### src/rtl/rift2_wb_pkg.sv
// Shared types and constants for the Rift2 Wishbone bridge.
package rift2_wb_pkg;

   typedef enum logic [1:0] {
      ST_IDLE = 2'd0,
      ST_REQ  = 2'd1,
      ST_WAIT = 2'd2,
      ST_ACK  = 2'd3
   } state_t;

   // CSR word offsets, selected by adr[3:2]
   localparam logic [1:0] CSR_CTRL   = 2'd0;
   localparam logic [1:0] CSR_BOOT   = 2'd1;
   localparam logic [1:0] CSR_STATUS = 2'd2;

   // Read data returned when the core never answers
   localparam logic [31:0] TIMEOUT_RDATA = 32'hDEAD_BEEF;

   // CTRL reset: core held in reset, timeout irq disabled
   localparam logic [1:0]  CTRL_RST = 2'b01;
   localparam logic [31:0] BOOT_RST = 32'h8000_0000;

endpackage

### src/rtl/rift2_wb_timeout.sv
// Transaction watchdog: loaded when a forwarded access starts, counts down
// while the bridge is waiting on the core, flags expiry at terminal count.
module rift2_wb_timeout #(
   parameter int unsigned TIMEOUT = 255
) (
   input  logic clk,
   input  logic rst_n,
   input  logic clr,
   input  logic en,
   output logic expired
);

   // Loading TIMEOUT-1 makes expiry land in the TIMEOUT-th REQ/WAIT cycle
   localparam logic [15:0] LOAD = 16'(TIMEOUT - 1);

   logic [15:0] count;

   // Down-counter; holds at zero so a late ready can never wrap it
   always_ff @(posedge clk or negedge rst_n) begin
      if (!rst_n) begin
         count <= '0;
      end else if (clr) begin
         count <= LOAD;
      end else if (en && (count != '0)) begin
         count <= count - 16'd1;
      end
   end

   assign expired = en && (count == '0);

endmodule

### src/rtl/rift2_wb_bridge.sv
// Wishbone slave front end for rift2Wrap: local CSRs (core reset, boot
// address, timeout status) plus a single-outstanding forwarded window onto
// the core memory-load channel, with a watchdog for forward progress.
//
// state | meaning
// IDLE  | waiting for cyc&stb in our region; CSR accesses happen here
// REQ   | req_valid_o high, waiting for req_ready_i
// WAIT  | request accepted, waiting for rsp_valid_i
// ACK   | one-cycle Wishbone ack (suppressed if the master dropped cyc)
module rift2_wb_bridge
   import rift2_wb_pkg::*;
#(
   parameter logic [31:0] BASE_ADDR = 32'h3000_0000,
   parameter int unsigned WIN_BITS  = 24,
   parameter int unsigned TIMEOUT   = 255
) (
   input  logic                wb_clk_i,
   input  logic                wb_rst_n,
   input  logic                wbs_cyc_i,
   input  logic                wbs_stb_i,
   input  logic                wbs_we_i,
   input  logic [3:0]          wbs_sel_i,
   input  logic [31:0]         wbs_adr_i,
   input  logic [31:0]         wbs_dat_i,
   output logic                wbs_ack_o,
   output logic [31:0]         wbs_dat_o,
   output logic                req_valid_o,
   input  logic                req_ready_i,
   output logic                req_we_o,
   output logic [WIN_BITS-2:0] req_addr_o,
   output logic [31:0]         req_wdata_o,
   output logic [3:0]          req_wstrb_o,
   input  logic                rsp_valid_i,
   input  logic [31:0]         rsp_rdata_i,
   output logic                core_rst_o,
   output logic [31:0]         boot_addr_o,
   output logic                timeout_irq_o
);

   state_t      state, state_nxt;
   logic        hit, is_csr, start_csr, start_win, csr_wr;
   logic        expired, tmo_en, timed_out;
   logic [1:0]  csr_idx;
   logic [31:0] csr_rdata, dat_nxt, boot_nxt;
   logic        ack_nxt, acc_we;
   logic        irq_en, irq_en_nxt, core_rst_nxt;
   logic        status_to, status_to_nxt;
   logic [7:0]  status_cnt, status_cnt_nxt;

   assign hit       = (wbs_adr_i[31:WIN_BITS] == BASE_ADDR[31:WIN_BITS]);
   assign is_csr    = wbs_adr_i[WIN_BITS-1];
   assign csr_idx   = wbs_adr_i[3:2];
   assign start_csr = (state == ST_IDLE) && wbs_cyc_i && wbs_stb_i && hit && is_csr;
   assign start_win = (state == ST_IDLE) && wbs_cyc_i && wbs_stb_i && hit && !is_csr;
   assign csr_wr    = start_csr && wbs_we_i;
   assign tmo_en    = (state == ST_REQ) || (state == ST_WAIT);

   // A response arriving in the expiry cycle still wins in WAIT
   assign timed_out = expired &&
                      ((state == ST_REQ) || ((state == ST_WAIT) && !rsp_valid_i));

   rift2_wb_timeout #(
      .TIMEOUT (TIMEOUT)
   ) u_timeout (
      .clk     (wb_clk_i),
      .rst_n   (wb_rst_n),
      .clr     (start_win),
      .en      (tmo_en),
      .expired (expired)
   );

   // State register plus all registered outputs
   always_ff @(posedge wb_clk_i or negedge wb_rst_n) begin
      if (!wb_rst_n) begin
         state         <= ST_IDLE;
         wbs_ack_o     <= 1'b0;
         wbs_dat_o     <= '0;
         req_valid_o   <= 1'b0;
         req_we_o      <= 1'b0;
         req_addr_o    <= '0;
         req_wdata_o   <= '0;
         req_wstrb_o   <= '0;
         core_rst_o    <= CTRL_RST[0];
         irq_en        <= CTRL_RST[1];
         boot_addr_o   <= BOOT_RST;
         status_to     <= 1'b0;
         status_cnt    <= '0;
         timeout_irq_o <= 1'b0;
      end else begin
         state         <= state_nxt;
         wbs_ack_o     <= ack_nxt;
         wbs_dat_o     <= dat_nxt;
         req_valid_o   <= (state_nxt == ST_REQ);
         core_rst_o    <= core_rst_nxt;
         irq_en        <= irq_en_nxt;
         boot_addr_o   <= boot_nxt;
         status_to     <= status_to_nxt;
         status_cnt    <= status_cnt_nxt;
         timeout_irq_o <= status_to_nxt && irq_en_nxt;
         if (start_win) begin
            req_we_o    <= wbs_we_i;
            req_addr_o  <= wbs_adr_i[WIN_BITS-2:0];
            req_wdata_o <= wbs_dat_i;
            req_wstrb_o <= wbs_sel_i;
         end
      end
   end

   // Next-state decode
   always_comb begin
      state_nxt = state;
      case (state)
         ST_IDLE: begin
            if (start_csr)      state_nxt = ST_ACK;
            else if (start_win) state_nxt = ST_REQ;
         end
         ST_REQ: begin
            if (expired)          state_nxt = ST_ACK;
            else if (req_ready_i) state_nxt = ST_WAIT;
         end
         ST_WAIT: begin
            if (rsp_valid_i || expired) state_nxt = ST_ACK;
         end
         ST_ACK:  state_nxt = ST_IDLE;
         default: state_nxt = ST_IDLE;
      endcase
   end

   // Next ack/read-data values; cyc is sampled on the edge that enters ACK
   always_comb begin
      acc_we  = (state == ST_IDLE) ? wbs_we_i : req_we_o;
      ack_nxt = (state_nxt == ST_ACK) && wbs_cyc_i;
      dat_nxt = '0;
      if (ack_nxt && !acc_we) begin
         if (state == ST_IDLE)  dat_nxt = csr_rdata;
         else if (timed_out)    dat_nxt = TIMEOUT_RDATA;
         else                   dat_nxt = rsp_rdata_i;
      end
   end

   // CSR read mux
   always_comb begin
      csr_rdata = '0;
      case (csr_idx)
         CSR_CTRL:   csr_rdata = {30'b0, irq_en, core_rst_o};
         CSR_BOOT:   csr_rdata = boot_addr_o;
         CSR_STATUS: csr_rdata = {16'b0, status_cnt, 7'b0, status_to};
         default:    csr_rdata = '0;
      endcase
   end

   // CSR write and timeout-status update
   always_comb begin
      core_rst_nxt   = core_rst_o;
      irq_en_nxt     = irq_en;
      boot_nxt       = boot_addr_o;
      status_to_nxt  = status_to;
      status_cnt_nxt = status_cnt;
      if (csr_wr) begin
         case (csr_idx)
            CSR_CTRL: begin
               if (wbs_sel_i[0]) begin
                  core_rst_nxt = wbs_dat_i[0];
                  irq_en_nxt   = wbs_dat_i[1];
               end
            end
            CSR_BOOT: begin
               for (int b = 0; b < 4; b++) begin
                  if (wbs_sel_i[b]) boot_nxt[8*b +: 8] = wbs_dat_i[8*b +: 8];
               end
            end
            CSR_STATUS: begin
               if (wbs_sel_i[0] && wbs_dat_i[0]) status_to_nxt = 1'b0;
            end
            default: ;
         endcase
      end
      if (timed_out) begin
         status_to_nxt = 1'b1;
         if (status_cnt != 8'hFF) status_cnt_nxt = status_cnt + 8'd1;
      end
   end

endmodule

### config.mk
export PLATFORM = sky130hd
export DESIGN_NAME = rift2_wb_bridge
export DESIGN_NICKNAME = d
export VERILOG_FILES = /design/src/rtl/rift2_wb_pkg.sv /design/src/rtl/rift2_wb_timeout.sv /design/src/rtl/rift2_wb_bridge.sv
export SDC_FILE = /design/constraint.sdc
export NUM_CORES = 1
export LEC_CHECK = 0
export CORE_ASPECT_RATIO = 0.6
export CORE_MARGIN = 1
export CORE_UTILIZATION = 30
export CTS_BUF_LIST = sky130_fd_sc_hd__clkbuf_16
export DETAILED_ROUTE_END_ITERATION = 8
export GPL_ROUTABILITY_DRIVEN = 0
export REMOVE_ABC_BUFFERS = 1
export SETUP_SLACK_MARGIN = 0.2
export SYNTH_ARGS = -nofsm -noshare
export SYNTH_HDL_FRONTEND = slang
export SYNTH_SLANG_ARGS = --single-unit
### constraint.sdc
create_clock -name wb_clk_i -period 3.45 [get_ports wb_clk_i]
set_input_delay 0.8625 -clock wb_clk_i [delete_from_list [all_inputs] [get_ports wb_clk_i]]
set_output_delay 0.8625 -clock wb_clk_i [all_outputs]
set_load 0.02 [all_outputs]
==> results.toml, run 1 <==
[die]
die_w_microns = 195
die_area_sq_um = 22900
ios = 235
core_area_sq_um = 21400
core.rowCount = 41
die_h_microns = 118
initial_utilization_pct = 31.2

[final_layout]
nets = 1017
drive_gt1_share_pct = 11.3
fillCellCount = 2004
area_delta_synth_final_pct = 49.9
antenna_cells = 0

[power_and_ir_drop]
p_leak_nw = 4.53
ir_worst_vdd_v = 0.000327
fin_total_pwr_w = 0.00530
power_density_nw_per_um2 = 528

[drt]
avgViaCountPerCell = 4.70
wire_per_inst_microns = 18.1
wl_microns = 21500
vias = 5593
first_pass_iters = 4
ant_nets = 0
drc = 0
dr.first_iter.drc_count = 215

[clock_network]
clkSinkCount = 156
cts_inserted_buffers = 17
post_cts_resized = 0
root_buffer = "clkbuf_16"
postCtsSetupBuffers = 0
cts_max_level = 4
clockBufferDepth = 2
clk_latency_ps = 420
path_clk_slew_ps = 60
cts_tree = "yes"
hold_buffers = 0

[sta]
finClkSkew_ps = 9.95
finalCritPeriodShare_pct = 84.8
maxSlewViolCount = 0
tns_ps = 0
fin_ws_ps = 524
setup_viol = 0
rsz0062_at_grt = "false"
timing.fmax_ghz = 0.342
slew_headroom_pct = 48.2
final_hold_viol_count = 0
min_period_ps = 2930
tightest_slew_ps = 777

[yosys]
ys.flop_type = "dfrtp_1"
synthTopCellsByCount = "233 x nand2_1, 154 x dfrtp_1, 38 x nor3_1, 36 x mux2_2"
synthTopCellsByArea = "dfrtp_1 58%, nand2_1 13%, mux2_2 6.1%, nor3_1 2.8%, o21ai_0 2.3%"
ys.warnings.count = 0
ys_types = 51
synth_top_area_share_pct = 57.6
synth_seq_area_share_pct = 58.3
yosysTopAreaCell = "dfrtp_1"
synth_edf_count = 0
syn-cell-area_sq_um = 6700
syn_inst = 666
async_flop_share_pct = 100
syn_avg_cell_area_sq_um = 10.1
synth_seq_cells = 156
synth_most_common_cell = "nand2_1"

[setup_path]
cp_max_fo = 7
crit_slowest_cell = "or4_4"
reg2reg_from = "state[1]"
crit_start = "state[1]"
worstPathArrival_ps = 3230
regToRegEndpoint = "status_cnt[1]"
reg2reg_slack_ps = 520
ff2ff_path_depth = 6
worstPathRequired_ps = 3750
startpoint_type = "flip-flop"
critPathTopFamily = "simple AND/OR/NAND/NOR gates"
slowest_delay_ps = 600
end_kind = "flip-flop"
crit_buf_inv = 1
critical_path_class = "flip-flop to flip-flop"
cp_cell_sequence = "inv_1 -> ha_1 -> or4b_1 -> or4_4 -> a311oi_4 -> mux2_1"

[flow_run]
drv_cap = 0

[place]
pre_cts_ws_ps = 209
dp_hpwl_microns = 15000
io_buffers = 234

[grt]
grt_pass1_wl_microns = 32800
grt_max_degree = 81
grt_antenna_before_repair = 0
grt_pass1_vias = 5500
track_usage_pct = 18.8
overflow = 0

[worst_hold_path]
hp-class = "input pin to async pin"

[status]
status = "finished, final reports clean"
kinds of logic after synthesis:
logic type	after synthesis	synth area share [%]
and+or+nand+nor	333	21.8
DFF	156	58.3
AOI/OAI and AO/OA	65	6.67
buffers and inverters	47	2.75
muxes	40	6.67
xor gates and xnor gates	17	2.22
adders and majority gates	8	1.50
stage by stage:
step,hold slack [ps],util (%),instance area [sq um],std cells
floorplan,480,-,6540,627
global placement,457,44.1,9460,1161
detailed placement,462,44.1,9460,1161
CTS,196,46.6,9990,1190
global route,190,46.8,10000,1191
finish,216,46.8,10000,1191
sequential cells by signal (all words and copies together), names as in the netlist, 2 cells and up:
name / count
u_timeout.count: 16
boot_addr_o: 32
status_cnt: 8
req_wdata_o: 32
wbs_dat_o: 32
state: 2
req_addr_o: 23
req_wstrb_o: 4
cell type report:
type | count | area (sq um) | share of cell area, %
Clock inverter | 12 | 109 | 1.08
Inverter | 8 | 30.0 | 0.299
Tap cell | 279 | 349 | 3.48
Multi-Input combinational cell | 464 | 2680 | 26.7
Clock buffer | 17 | 425 | 4.24
Timing Repair Buffer | 255 | 2540 | 25.3
Sequential cell | 156 | 3910 | 38.9
power breakdown:
group	switching, W	leakage [nW]	internal (W)
logic	0.000956	2.16	0.000571
registers	0.0000761	2.10	0.00193
clock network	0.000731	0.270	0.00104
total	0.00176	4.53	0.00353
worst max path at each step:
stage                                 end  slack [ps]  depth (start not counted)
final                       status_cnt[1]         520                          6
after global placement    boot_addr_o[25]         260                          6
after CTS                   wbs_dat_o[15]         280                          7
after global routing        wbs_dat_o[21]         380                          7
after detailed placement     wbs_dat_o[4]         210                          6
after floorplan                  req_we_o        -270                          6
layout by cell type, fill, tap and decap left out, types with 3 or more instances in the layout:
cell and instances:
nor3_1 38, buf_4 18, ha_1 8, a32oi_1 6, clkbuf_16 17, o21ai_0 31
mux2_2 36, clkdlybuf4s50_1 233, buf_12 3, nor4_1 5, and3_1 5, nor4b_1 4
clkinv_2 6, nand3_1 4, or3_1 4, nand4_1 6, xor2_1 3, a22oi_1 8
dfrtp_1 154, mux2i_1 3, inv_1 9, a21oi_1 4, xnor2_1 14, nand2_1 232
nor2_1 12
layer usage:
| metal | vias to the layer above | share of wire, % | GRT usage, % |
|---|---|---|---|
| li1 | 2706 | - | - |
| met1 | 2682 | 49 | 27.6 |
| met2 | 191 | 43 | 27.0 |
| met3 | 14 | 7.7 | 5.76 |
| met4 | 0 | 0.75 | 3.74 |
| met5 | - | 0 | 0 |
worst reg2reg max path, stage by stage, from the launching register on:
cell,delay (ps)
dfrtp_1,440
inv_1,110
ha_1,360
or4b_1,460
or4_4,600
a311oi_4,480
mux2_1,360
Note: power is estimated with default switching activity, not from simulation.
==> run 2: changes to the inputs <==
==> constraint.sdc (replaced) <==
create_clock -name wb_clk_i -period 2.5 [get_ports wb_clk_i]
set_input_delay 0.625 -clock wb_clk_i [delete_from_list [all_inputs] [get_ports wb_clk_i]]
set_output_delay 0.625 -clock wb_clk_i [all_outputs]
set_load 0.02 [all_outputs]
==> results.toml, run 2 (same netlist as run 1, synthesis figures left out) <==
[die]
core_area_sq_um = 21400
initial_utilization_pct = 31.2
ios = 235
die_h_microns = 118
die_area_sq_um = 22900
core.rowCount = 41
die_w_microns = 195

[power_and_ir_drop]
p_leak_nw = 4.87
clkPwrFrac_pct = 29.4
power_density_nw_per_um2 = 767
combPwrFrac_pct = 37.8
p_sw_share_pct = 35.2
p_switching_w = 0.00293
power_frac_seq_pct = 32.7
ir_worst_vdd_v = 0.000551
internal_power_w = 0.00540

[setup_path]
startpoint_type = "flip-flop"
crit_start = "u_timeout.count[1]"
crit_end = "status_cnt[3]"
reg2reg_slack_ps = -130
critical_path_class = "flip-flop to flip-flop"
regToRegEndpoint = "status_cnt[3]"
ff2ff_path_depth = 9
worstPathArrival_ps = 2940
reg2reg_from = "u_timeout.count[1]"
worstPathRequired_ps = 2810
end_kind = "flip-flop"
cp_max_fo = 6

[clock_network]
clk_latency_ps = 430
cts_tree = "yes"
clockBufferDepth = 2
hold_buffers = 0
path_clk_slew_ps = 70
cts_inserted_buffers = 17
clkSinkCount = 156
cts_max_level = 4
root_buffer = "clkbuf_16"

[sta]
timing.fmax_ghz = 0.381
min_period_ps = 2630
setup_viol = 39
final_hold_viol_count = 0
slew_headroom_pct = 63.6
tightest_slew_ps = 538
maxSlewViolCount = 0
fin_ws_ps = -127
finClkSkew_ps = 9.73
finalCritPeriodShare_pct = 105
rsz0062_at_grt = "true"

[status]
status = "complete, but fails checks"
violations = "setup timing"

[drt]
ant_nets = 0
dr.first_iter.drc_count = 318
vias = 5908
first_pass_iters = 4
drc = 0
avgViaCountPerCell = 4.75
wire_per_inst_microns = 18.1
wl_microns = 22500

[worst_hold_path]
hp-class = "input pin to async pin"

[final_layout]
fillCellCount = 1970
fin_util_pct = 50.6
layout.cells.non_filler = 1245
layout_common_cells = "233 x clkdlybuf4s50_1, 228 x nand2_1, 154 x dfrtp_1"
nets = 1067
final_common_cell = "clkdlybuf4s50_1"
reg.largest.list = "boot_addr_o x32, req_wdata_o x32, wbs_dat_o x32"
area_delta_synth_final_pct = 62.1
design_area_sq_um = 10900
drive_gt1_share_pct = 22.0

[flow_run]
drv_cap = 0

[place]
dp_hpwl_microns = 15300
io_buffers = 234
dp.cells = 1197
placed_cell_area_sq_um = 9790
pre_cts_ws_ps = -195

[grt]
grt_pass1_wl_microns = 34200
track_usage_pct = 19.5
grt_antenna_before_repair = 1
overflow = 0
grt_max_degree = 67
grt_pass1_vias = 5734
## run 2: cell count changes in the layout (fill, tap and decap cells not counted), sizes merged, moves of 2 or more
cell | previous run | this run
buf | 22 | 70
inv | 9 | 12
clkbuf | 17 | 19
clkinv | 8 | 6
clkinvlp | 1 | 4
## run 2: worst min-delay path by stage
stage / end / depth (start not counted)
6_report: req_wdata_o[24] / 1
5_1_grt: req_wdata_o[24] / 1
4_1_cts: req_wdata_o[24] / 1
3_5_place_dp: req_wdata_o[31] / 2
3_3_place_gp: req_addr_o[1] / 2
2_1_floorplan: boot_addr_o[0] / 0
## run 2: cell type report
class	count	area, sq um	share of cell area (%)
sequential	156	3910	36.0
timing repair buffer	306	3080	28.3
multi-input combinational	463	2940	27.1
clock buffer	17	425	3.92
tap	279	349	3.22
clock inverter	15	124	1.14
inverter	8	30.0	0.277
antenna	1	2.50	0.0231
## run 2: metal layers
layer	vias to the layer above	share of wire, %	track usage, %	wire, microns
met5	-	0	0	0
met2	186	44	28.4	9900
met3	18	7.7	5.90	1740
met4	0	0.95	4.08	214
met1	2894	47	28.3	10700
li1	2810	-	-	-
## run 2: metrics by stage
step | power (W) | TNS (ps) | hold slack, ps
after floorplan | 0.00385 | -100440 | 329
after global placement | 0.00507 | -10110 | 457
after detailed placement | 0.00509 | -11710 | 461
after CTS | 0.00782 | -1600 | 85.6
after global routing | 0.00876 | -6580 | 99.5
final | 0.00832 | -2950 | 89.8
## run 2: critical path, cell delays in order, from the launching register on
cell      delay, ps
dfrtp_1         390
inv_2            90
ha_4            130
or4b_4          470
or4_4           590
buf_6           150
a311oi_4        240
buf_6           180
nand4_1         120
xnor2_1         150
## run 2: power by group through the flow
stage	clock, W	sequential [W]	combinational, W
6_report	0.00245	0.00273	0.00315
5_1_grt	0.00264	0.00274	0.00338
4_1_cts	0.00253	0.00272	0.00257
3_5_place_dp	0	0.00277	0.00233
3_3_place_gp	0	0.00277	0.00230
2_1_floorplan	0	0.00286	0.000994
## run 2: what timing repair did
item,in CTS,in global routing
setup endpoints to repair,45,63
buffers inserted,3,7
pin swaps,8,20
resized for setup,35,63
gates cloned,2,3
